==> config.mk <==
export PLATFORM = sky130hd
export DESIGN_NAME = fetch_unit
export DESIGN_NICKNAME = d
export VERILOG_FILES = /design/src/rtl/fetch_pkg.sv /design/src/rtl/fetch_fifo.sv /design/src/rtl/fetch_unit.sv
export SDC_FILE = /design/constraint.sdc
export NUM_CORES = 1
export LEC_CHECK = 0
export ABC_AREA = 1
export BUFFER_PORTS_ARGS = -buffer_cell sky130_fd_sc_hd__buf_4
export CORE_ASPECT_RATIO = 1.75
export CORE_MARGIN = 2
export CORE_UTILIZATION = 30
export CTS_BUF_LIST = sky130_fd_sc_hd__clkbuf_4 sky130_fd_sc_hd__clkbuf_8
export DETAILED_ROUTE_END_ITERATION = 8
export PLACE_DENSITY = 0.59
export SYNTH_ARGS = -nofsm -noshare
export SYNTH_HDL_FRONTEND = slang
export SYNTH_SLANG_ARGS = --single-unit
export TNS_END_PERCENT = 50
==> constraint.sdc <==
create_clock -name clk_i -period 9.87 [get_ports clk_i]
set_input_delay 0.987 -clock clk_i [delete_from_list [all_inputs] [get_ports clk_i]]
set_output_delay 0.987 -clock clk_i [all_outputs]
set_load 0.01 [all_outputs]
==> src/rtl/fetch_pkg.sv <==
// fetch_pkg: shared constants, entry layout and FSM state type for the fetch stage.
//   DEFAULT_RESET_PC : first fetch address after reset
//   INST_NOP         : canonical NOP word (addi x0,x0,0)
//   fetch_entry_t    : buffered entry {fault, pc, instr}, 65 bits
package fetch_pkg;
    localparam logic [31:0] DEFAULT_RESET_PC = 32'h8000_0000;
    localparam logic [31:0] INST_NOP         = 32'h0000_0013;
    localparam int ENTRY_W         = 65;
    localparam int ENTRY_INSTR_LSB = 0;
    localparam int ENTRY_PC_LSB    = 32;
    localparam int ENTRY_FAULT_BIT = 64;
    typedef struct packed {
        logic        fault;
        logic [31:0] pc;
        logic [31:0] instr;
    } fetch_entry_t;
    typedef enum logic {ST_RUN = 1'b0, ST_HALT = 1'b1} fetch_state_t;
endpackage

==> src/rtl/fetch_fifo.sv <==
// fetch_fifo: small circular instruction buffer with flush.
//   clk_i, rst_i (sync, active-low) ; flush_i empties the buffer
//   push_i/data_i write the tail ; pop_i advances the head
//   data_o head entry ; empty_o ; count_o occupancy
module fetch_fifo #(
    parameter int DEPTH = 2,
    parameter int WIDTH = 65
) (
    input  logic                     clk_i,
    input  logic                     rst_i,
    input  logic                     flush_i,
    input  logic                     push_i,
    input  logic [WIDTH-1:0]         data_i,
    input  logic                     pop_i,
    output logic [WIDTH-1:0]         data_o,
    output logic                     empty_o,
    output logic [$clog2(DEPTH):0]   count_o
);
    localparam int AW = $clog2(DEPTH);
    logic [WIDTH-1:0] r_mem [DEPTH];
    logic [AW-1:0]    r_rd_ptr, r_wr_ptr;
    logic [AW:0]      r_count;
    always_ff @(posedge clk_i) begin
        if (!rst_i || flush_i) begin
            r_rd_ptr <= '0;
            r_wr_ptr <= '0;
            r_count  <= '0;
        end else begin
            if (push_i) r_wr_ptr <= r_wr_ptr + AW'(1);
            if (pop_i)  r_rd_ptr <= r_rd_ptr + AW'(1);
            r_count <= r_count + (AW+1)'(push_i) - (AW+1)'(pop_i);
        end
    end
    always_ff @(posedge clk_i) begin
        if (push_i && !flush_i) r_mem[r_wr_ptr] <= data_i;
    end
    assign data_o  = r_mem[r_rd_ptr];
    assign empty_o = (r_count == '0);
    assign count_o = r_count;
endmodule

==> src/rtl/fetch_unit.sv <==
// fetch_unit: sequential PC generation, I-cache request/response tracking,
// instruction buffering and redirect handling for the decode stage.
//   clk_i, rst_i (sync, active-low)
//   branch_request_i/branch_pc_i : redirect from execute/CSR
//   icache_rd_o/icache_pc_o/icache_accept_i : request channel
//   icache_valid_i/icache_error_i/icache_inst_i : response channel
//   fetch_valid_o/fetch_instr_o/fetch_pc_o/fetch_fault_o/fetch_accept_i : decode handshake
module fetch_unit
    import fetch_pkg::*;
#(
    parameter logic [31:0] RESET_PC   = DEFAULT_RESET_PC,
    parameter int          FIFO_DEPTH = 2
) (
    input  logic        clk_i,
    input  logic        rst_i,
    input  logic        branch_request_i,
    input  logic [31:0] branch_pc_i,
    output logic        icache_rd_o,
    output logic [31:0] icache_pc_o,
    input  logic        icache_accept_i,
    input  logic        icache_valid_i,
    input  logic        icache_error_i,
    input  logic [31:0] icache_inst_i,
    output logic        fetch_valid_o,
    output logic [31:0] fetch_instr_o,
    output logic [31:0] fetch_pc_o,
    output logic        fetch_fault_o,
    input  logic        fetch_accept_i
);
    localparam int CW = $clog2(FIFO_DEPTH) + 1;
    fetch_state_t       r_state, w_state_nxt;
    logic [31:0]        r_pc, w_pc_nxt;
    logic               r_outstanding, w_outstanding_nxt;
    logic               r_drop, w_drop_nxt;
    logic [CW-1:0]      w_count;
    logic [ENTRY_W-1:0] w_head;
    fetch_entry_t       w_push_e;
    logic               w_empty, w_resp, w_push, w_pop, w_credit, w_rd, w_accept;
    logic               w_unused;
    assign w_unused = ^branch_pc_i[1:0];
    assign w_resp   = icache_valid_i && r_outstanding;
    assign w_push   = w_resp && !r_drop && !branch_request_i;
    assign w_pop    = fetch_valid_o && fetch_accept_i;
    // Reserve a slot for the in-flight response so the buffer can never overflow.
    assign w_credit = ({1'b0, w_count} + {{CW{1'b0}}, r_outstanding}) < (CW+1)'(FIFO_DEPTH);
    assign w_rd     = rst_i && (r_state == ST_RUN) && !r_drop && !branch_request_i
                      && (!r_outstanding || icache_valid_i) && w_credit;
    assign w_accept = w_rd && icache_accept_i;
    // pc_q has already advanced past the outstanding request when its response returns.
    assign w_push_e = '{fault: icache_error_i, pc: r_pc - 32'd4,
                        instr: icache_error_i ? 32'h0 : icache_inst_i};
    fetch_fifo #(.DEPTH(FIFO_DEPTH), .WIDTH(ENTRY_W)) u_fifo (
        .clk_i   (clk_i),
        .rst_i   (rst_i),
        .flush_i (branch_request_i),
        .push_i  (w_push),
        .data_i  (w_push_e),
        .pop_i   (w_pop),
        .data_o  (w_head),
        .empty_o (w_empty),
        .count_o (w_count)
    );
    always_ff @(posedge clk_i) begin
        if (!rst_i) begin
            r_state       <= ST_RUN;
            r_pc          <= RESET_PC;
            r_outstanding <= 1'b0;
            r_drop        <= 1'b0;
        end else begin
            r_state       <= w_state_nxt;
            r_pc          <= w_pc_nxt;
            r_outstanding <= w_outstanding_nxt;
            r_drop        <= w_drop_nxt;
        end
    end
    always_comb begin
        w_state_nxt       = r_state;
        w_pc_nxt          = r_pc;
        w_outstanding_nxt = r_outstanding;
        w_drop_nxt        = r_drop;
        if (branch_request_i) begin
            w_state_nxt       = ST_RUN;
            w_pc_nxt          = {branch_pc_i[31:2], 2'b00};
            // A request still in flight after the redirect must have its response discarded.
            w_outstanding_nxt = r_outstanding && !icache_valid_i;
            w_drop_nxt        = r_outstanding && !icache_valid_i;
        end else begin
            if (w_push && icache_error_i) w_state_nxt = ST_HALT;
            if (w_accept) w_pc_nxt = r_pc + 32'd4;
            w_outstanding_nxt = w_accept || (r_outstanding && !icache_valid_i);
            if (w_resp) w_drop_nxt = 1'b0;
        end
    end
    assign icache_rd_o   = w_rd;
    assign icache_pc_o   = r_pc;
    assign fetch_valid_o = !w_empty;
    assign fetch_instr_o = w_empty ? 32'h0 : w_head[ENTRY_INSTR_LSB +: 32];
    assign fetch_pc_o    = w_empty ? 32'h0 : w_head[ENTRY_PC_LSB +: 32];
    assign fetch_fault_o = !w_empty && w_head[ENTRY_FAULT_BIT];
endmodule

==> results of run 1 <==
## cell type report
type	instances	share of cell area
multi-input cells	670	0.3092
inverters	91	0.03401
flip-flops and latches	164	0.4429
diodes	1	0.0002438
repair buffers	168	0.1229
clock inverters	14	0.02170
clock buffers	18	0.02414
well taps	369	0.04498
## logic make-up after synthesis
kind of cell | Yosys count | share of synthesized area
AOI/OAI and AO/OA | 127 | 0.07924
xor gates and xnor gates | 29 | 0.03149
adders and majority gates | 4 | 0.006026
buffers and inverters | 144 | 0.07487
DFF | 164 | 0.5472
other | 1 | 0.0004515
and+or+nand+nor | 506 | 0.2608
## sequential cells by signal, indices dropped and copies added, names as in the netlist, named ones only
| register | cells |
|---|---|
| u_fifo.r_mem | 126 |
| u_fifo.r_wr_ptr | 1 |
| r_state | 1 |
| r_drop | 1 |
| r_outstanding | 1 |
| u_fifo.count_o | 2 |
| icache_pc_o | 30 |
| u_fifo.r_rd_ptr | 1 |
## report_power, final
| group | total [uW] | switching (uW) | internal [uW] | leakage (uW) |
|---|---|---|---|---|
| clock network | 576 | 264 | 312 | 0.000236 |
| logic | 151 | 91.0 | 59.8 | 0.00257 |
| registers | 779 | 21.7 | 758 | 0.00147 |
## critical path: cells and delay by family, from the launching register on
family	cells	cell delay, ns
buffers and inverters	3	1.09
and+or+nand+nor	1	0.09
DFF	1	0.33
AOI/OAI and AO/OA	1	0.31
## synth_stat cells (all sizes together), types with 4 or more instances
cell    instances  area, um^2
nand2         291        1137
nor2          150       650.6
edfxtp        126        3784
a21oi          90       450.4
inv            90       340.3
nand3          45       247.7
dfxtp          38       760.7
clkbuf         28       108.9
o21ai          28       140.1
xor2           27       244.0
buf            25       163.9
nand4           8       50.05
nor3            6       40.04
a211oi          5       37.54
ha              4       50.05
## per-stage QoR
stage | hold WS [ns] | std cells | instance area (um^2)
6_report | 0.4777 | 1495 | 10260
5_1_grt | 0.5052 | 1495 | 10260
4_1_cts | 0.4849 | 1494 | 10260
3_5_place_dp | 0.4727 | 1462 | 9791
3_3_place_gp | 0.4590 | 1462 | 9791
2_1_floorplan | 0.4411 | 978 | 8317
## routing by layer
metal | vias to the layer above | global-route usage | part of all wire
met3 | 55 | 0.02938 | 0.035
met1 | 3209 | 0.1644 | 0.37
li1 | 3434 | - | -
met5 | - | 0 | 0
met2 | 179 | 0.3027 | 0.54
met4 | 0 | 0.1041 | 0.055
## final timing paths
| check | start | end | slack, ns | depth (start not counted) |
|---|---|---|---|---|
| worst max-delay path | register | fetch_pc_o[8] | 6.55 | 5 |
| worst min-delay path | r_state | r_state | 0.48 | 2 |
| worst max register to register | u_fifo.count_o[1] | u_fifo.count_o[1] | 7.35 | 11 |
| worst min register to register | r_state | r_state | 0.48 | 2 |
==> reports/qor.csv, run 1 <==
stage;metric;value;unit
synth;netlist_instances;975;
power_and_ir_drop;pwr_density_cell;146.8;nW/um^2
sta;max_freq;301.1;MHz
critical_path;crit_slowest_cell;inv_2;
global_routing;grt_remaining_overflow;0;
global_routing;grt_antenna_before_repair;1;
drt;wl;23.62;mm
sta;slew_headroom;0.3366;
drt;drt_iter0_drc;376;
synth;ys.flop_type;edfxtp_1;
critical_path;critPathMostFrequentCell;buf_4;
placed_design;hpwl;17.08;mm
sta;finalMaxSlewViolations;0;
clock_network;ctsResizeCount;0;
placed_design;pre_cts_slack;6.471;ns
drt;firstDrtPassIters;5;
final_layout;final_common_cell;nand2_1;
final_layout;final_cell_mix;279 x nand2_1, 168 x buf_4, 133 x nor2_1;
final_layout;seqCellArea;4546;um^2
drt;routedWlPerCell;15.80;um
power_and_ir_drop;total_power;1507;uW
worst_hold_path;min_path_type;register to register;
critical_path;cp_max_fo;33;
clock_network;clk_pin_slew_worst_paths;0.09;ns
critical_path;worst_setup_path_start_kind;register;
sta;fin_ws;6.549;ns
drt;ant_nets;0;
synth;yosysUniqueCellTypes;40;
floorplanning;core_area;27230;um^2
global_routing;grt_max_degree;65;
drt;route.detailed.drc;0;
power_and_ir_drop;ir_worst_vdd;0.00007898;V
final_layout;drive_gt1_frac;0.2169;
sta;final-setup-viol-count;0;
global_routing;grt_pass1_wl;35.65;mm
critical_path;critPathKind;register to primary output;
clock_network;htree_levels;4;
clock_network;postCtsSetupRepairBufs;0;
floorplanning;die_h;224.1;um
clock_network;cts.path.max_buffers;2;
clock_network;cts-root-buf;clkbuf_8;
floorplanning;die_x;129.8;um
final_layout;fillers;2869;
sta;rsz0062_at_grt;no;
placed_design;gp_congestion;0.9177;
critical_path;cp-end-kind;primary output;
sta;fin_skew;0.01444;ns
clock_network;cts.sinks;164;
final_layout;fin_util;0.3770;
clock_network;ctsHoldBuffers;0;
sta;fin_crit_sh;0.3365;
floorplanning;start_util;0.3051;
floorplanning;io_pins;170;
clock_network;cts_tree;yes;
global_routing;grt_usage;0.1638;
sta;finalHoldViolCount;0;
critical_path;cp_data_required_time;8.88;ns
critical_path;crit_chain;inv_2, buf_4, nand2_1, a21oi_1, buf_4;
clock_network;cts_made_buffers;17;
critical_path;crit_path_max_incr_delay;0.46;ns
clock_network;clkLatencyLatePin;0.48;ns
synth;synthesis.area;8305;um^2
critical_path;critPathArrivalTime;2.33;ns
final_layout;area_growth;23.58;%
sta;setup-tns-final;0;ns
synth;async_flop_share;0;
floorplanning;rows;80;
final_layout;multi_input_area;3173;um^2
run_status;status;finished clean;
floorplanning;design.die.area;29080;um^2
synth;ys_warn_count;0;
sta;min_period;3.321;ns
drt;vias_per_cell;4.600;
drt;vias;6877;
power_and_ir_drop;power_leakage;0.004268;uW
final_layout;nets;1187;
synth;synth-edff-count;126;
placed_design;port_buffers;163;
global_routing;grt_pass1_vias;6689;
synth;synth_seq_cells;164;
run;cap_violations;0;
synth;synth_area_per_cell;8.518;um^2
synth;ys_seq_area_frac;0.5472;
sta;worstMarginPinSlew;0.9927;ns
Note: power is estimated with default switching activity, not from simulation.
==> run 2: changes to the inputs <==
--- a/config.mk
+++ b/config.mk
@@ -12,7 +12,7 @@
 export CORE_UTILIZATION = 30
 export CTS_BUF_LIST = sky130_fd_sc_hd__clkbuf_4 sky130_fd_sc_hd__clkbuf_8
 export DETAILED_ROUTE_END_ITERATION = 8
-export PLACE_DENSITY = 0.59
+export PLACE_DENSITY = 0.61
 export SYNTH_ARGS = -nofsm -noshare
 export SYNTH_HDL_FRONTEND = slang
 export SYNTH_SLANG_ARGS = --single-unit
==> constraint.sdc (replaced) <==
create_clock -name clk_i -period 2.7 [get_ports clk_i]
set_input_delay 0.27 -clock clk_i [delete_from_list [all_inputs] [get_ports clk_i]]
set_output_delay 0.27 -clock clk_i [all_outputs]
set_load 0.01 [all_outputs]
==> run 2 against run 1 <==
Effect of this change:
- hold slack worse by 0.42 ns
- routed wire length shrank 2.3%
- clock-buffer cell count decreased by 1
- first-iteration DRC count up 23%
- via count down 1.3%
- non-clock buffer count rose by 6
- cell count rose by 0.33%
- critical endpoint is now fetch_instr_o[27]
- largest cell class unchanged
- flip-flop and latch count unchanged
- clock power rose to 3.0 times the previous value
==> reports/qor.csv, run 2 (same netlist as run 1, synthesis figures left out) <==
stage;metric;value;unit;change
placed_design;gp_congestion;0.9017;;was 0.9177
drt;drt_iter0_drc;461;;was 376
sta;fin_crit_sh;0.8606;;
critical_path;cp-end-kind;primary output;;unchanged
critical_path;critPathKind;register to primary output;;unchanged
drt;firstDrtPassIters;5;;unchanged
final_layout;area_growth;23.19;%;was 23.58%
drt;ant_nets;0;;unchanged
final_layout;largest_register_ffs;126;;unchanged
placed_design;pre_cts_slack;0.6736;ns;was 6.471 ns
power_and_ir_drop;pwr_density_cell;502.0;nW/um^2;was 146.8 nW/um^2
drt;vias;6787;;was 6877
clock_network;cts.sinks;164;;unchanged
global_routing;grt_antenna_before_repair;0;;was 1
floorplanning;core_area;27230;um^2;unchanged
sta;fin_skew;0.01246;ns;was 0.01444 ns
global_routing;grt_pass1_wl;35.16;mm;was 35.65 mm
clock_network;htree_levels;4;;unchanged
critical_path;critPathArrivalTime;2.05;ns;was 2.33 ns
power_and_ir_drop;pwr-share-comb;0.108;;was 0.100
clock_network;ctsResizeCount;0;;unchanged
placed_design;port_buffers;163;;unchanged
sta;worstMarginPinSlew;0.7282;ns;was 0.9927 ns
power_and_ir_drop;switching_share;0.2712;;was 0.2504
final_layout;top_register;u_fifo.r_mem;;unchanged
sta;min_period;2.323;ns;
sta;setup-tns-final;0;ns;unchanged
final_layout;nets;1193;;was 1187
clock_network;cts.path.max_buffers;2;;unchanged
critical_path;cp_data_required_time;2.43;ns;was 8.88 ns
global_routing;grt_remaining_overflow;0;;unchanged
clock_network;cts_tree;yes;;unchanged
global_routing;grt_max_degree;64;;was 65
clock_network;cts_made_buffers;17;;unchanged
power_and_ir_drop;power_leakage;0.004251;uW;was 0.004268 uW
sta;rsz0062_at_grt;no;;unchanged
critical_path;crit_path_max_incr_delay;0.37;ns;was 0.46 ns
floorplanning;design.die.area;29080;um^2;unchanged
drt;route.detailed.drc;0;;unchanged
sta;fin_ws;0.3765;ns;was 6.549 ns
sta;finalHoldViolCount;0;;unchanged
global_routing;grt_pass1_vias;6609;;was 6689
critical_path;worst_setup_path_start_kind;register;;unchanged
sta;slew_headroom;0.5146;;was 0.3366
critical_path;cp_max_fo;38;;was 33
floorplanning;io_pins;170;;unchanged
global_routing;grt_usage;0.1612;;was 0.1638
floorplanning;rows;80;;unchanged
sta;finalMaxSlewViolations;0;;unchanged
run_status;status;finished clean;;unchanged
drt;routedWlPerCell;15.39;um;was 15.80 um
power_and_ir_drop;clkPwrFrac;0.338;;was 0.383
power_and_ir_drop;internal-power;3743;uW;was 1129 uW
placed_design;dp_cells;1467;;was 1462
critical_path;crit_chain;buf_4, buf_4, nand2_1, a21oi_1, buf_4;;was inv_2, buf_4, nand2_1, a21oi_1, buf_4
floorplanning;die_x;129.8;um;unchanged
drt;wl;23.09;mm;was 23.62 mm
final_layout;final_common_cell;nand2_1;;unchanged
floorplanning;die_h;224.1;um;unchanged
floorplanning;start_util;0.3051;;unchanged
sta;max_freq;430.4;MHz;
placed_design;hpwl;17.25;mm;was 17.08 mm
critical_path;crit_slowest_cell;buf_4;;was inv_2
power_and_ir_drop;p_switching;1393;uW;was 377.2 uW
final_layout;fin_cells;1500;;was 1495
sta;final-setup-viol-count;0;;unchanged
worst_hold_path;min_path_type;input port to register;;was register to register
clock_network;clkLatencyLatePin;0.48;ns;about the same
clock_network;clk_pin_slew_worst_paths;0.09;ns;about the same
clock_network;cts-root-buf;clkbuf_8;;unchanged
final_layout;drive_gt1_frac;0.2202;;was 0.2169
power_and_ir_drop;ir_worst_vdd;0.0003045;V;was 0.00007898 V
final_layout;final_cell_mix;279 x nand2_1, 172 x buf_4, 133 x nor2_1;;was 279 x nand2_1, 168 x buf_4, 133 x nor2_1
critical_path;critPathMostFrequentCell;buf_4;;unchanged
run;cap_violations;0;;unchanged
final_layout;antenna_cells;0;;was 1
power_and_ir_drop;power_frac_seq;0.554;;was 0.517
drt;vias_per_cell;4.525;;was 4.600
run 2: layer usage:
metal  track usage  up-vias  part of all wire
li1              -     3438                 -
met1        0.1646     3124              0.37
met2        0.3042      180              0.56
met3       0.02293       45             0.030
met4       0.09227        0             0.044
met5             0        -                 0
run 2: what timing repair did:
action | in CTS | in global routing
buffers inserted | 0 | 0
endpoints found under the hold margin | 1 | 0
hold buffers | 1 | 0
run 2: area by class of cell:
| cell class | instances | area (um^2) |
|---|---|---|
| fill | 2838 | 17000 |
| sequential | 164 | 4546 |
| multi-input combinational | 670 | 3173 |
| timing repair buffer | 174 | 1321 |
| tap | 369 | 461.7 |
| inverter | 91 | 349.1 |
| clock buffer | 17 | 234.0 |
| clock inverter | 15 | 146.4 |
run 2: path summary, 6_finish.rpt:
kind                                startpoint             endpoint  slack [ns]  cells past startpoint
worst max-delay path                  register    fetch_instr_o[27]        0.38                      5
worst min-delay path            icache_valid_i               r_drop        0.06                      4
worst max register to register  icache_pc_o[2]  u_fifo.r_mem[1][52]        0.67                      8
worst min register to register         r_state              r_state        0.47                      2
run 2: metrics by stage:
step | power (uW) | util | cell area [um^2] | hold slack [ns]
2_1_floorplan | 3228 | - | 8322 | 0.3689
3_3_place_gp | 3450 | 0.3614 | 9841 | 0.4509
3_5_place_dp | 3461 | 0.3614 | 9841 | 0.4630
4_1_cts | 5210 | 0.3758 | 10230 | 0.01286
5_1_grt | 5371 | 0.3758 | 10230 | 0.05637
6_report | 5136 | 0.3758 | 10230 | 0.06249
run 2: worst max-delay path: cells and delay by family (launching register included):
kind	cells	cell delay, ns
AND/OR/NAND/NOR	1	0.08
flip-flops	1	0.34
buffers and inverters	3	0.91
AO/OA/AOI/OAI	1	0.23
run 2: power groups by stage:
stage | Sequential (uW) | Combinational, uW | Clock, uW
2_1_floorplan | 2870 | 356 | 0
3_3_place_gp | 2900 | 546 | 0
3_5_place_dp | 2900 | 556 | 0
4_1_cts | 2850 | 559 | 1800
5_1_grt | 2860 | 617 | 1900
6_report | 2850 | 554 | 1730
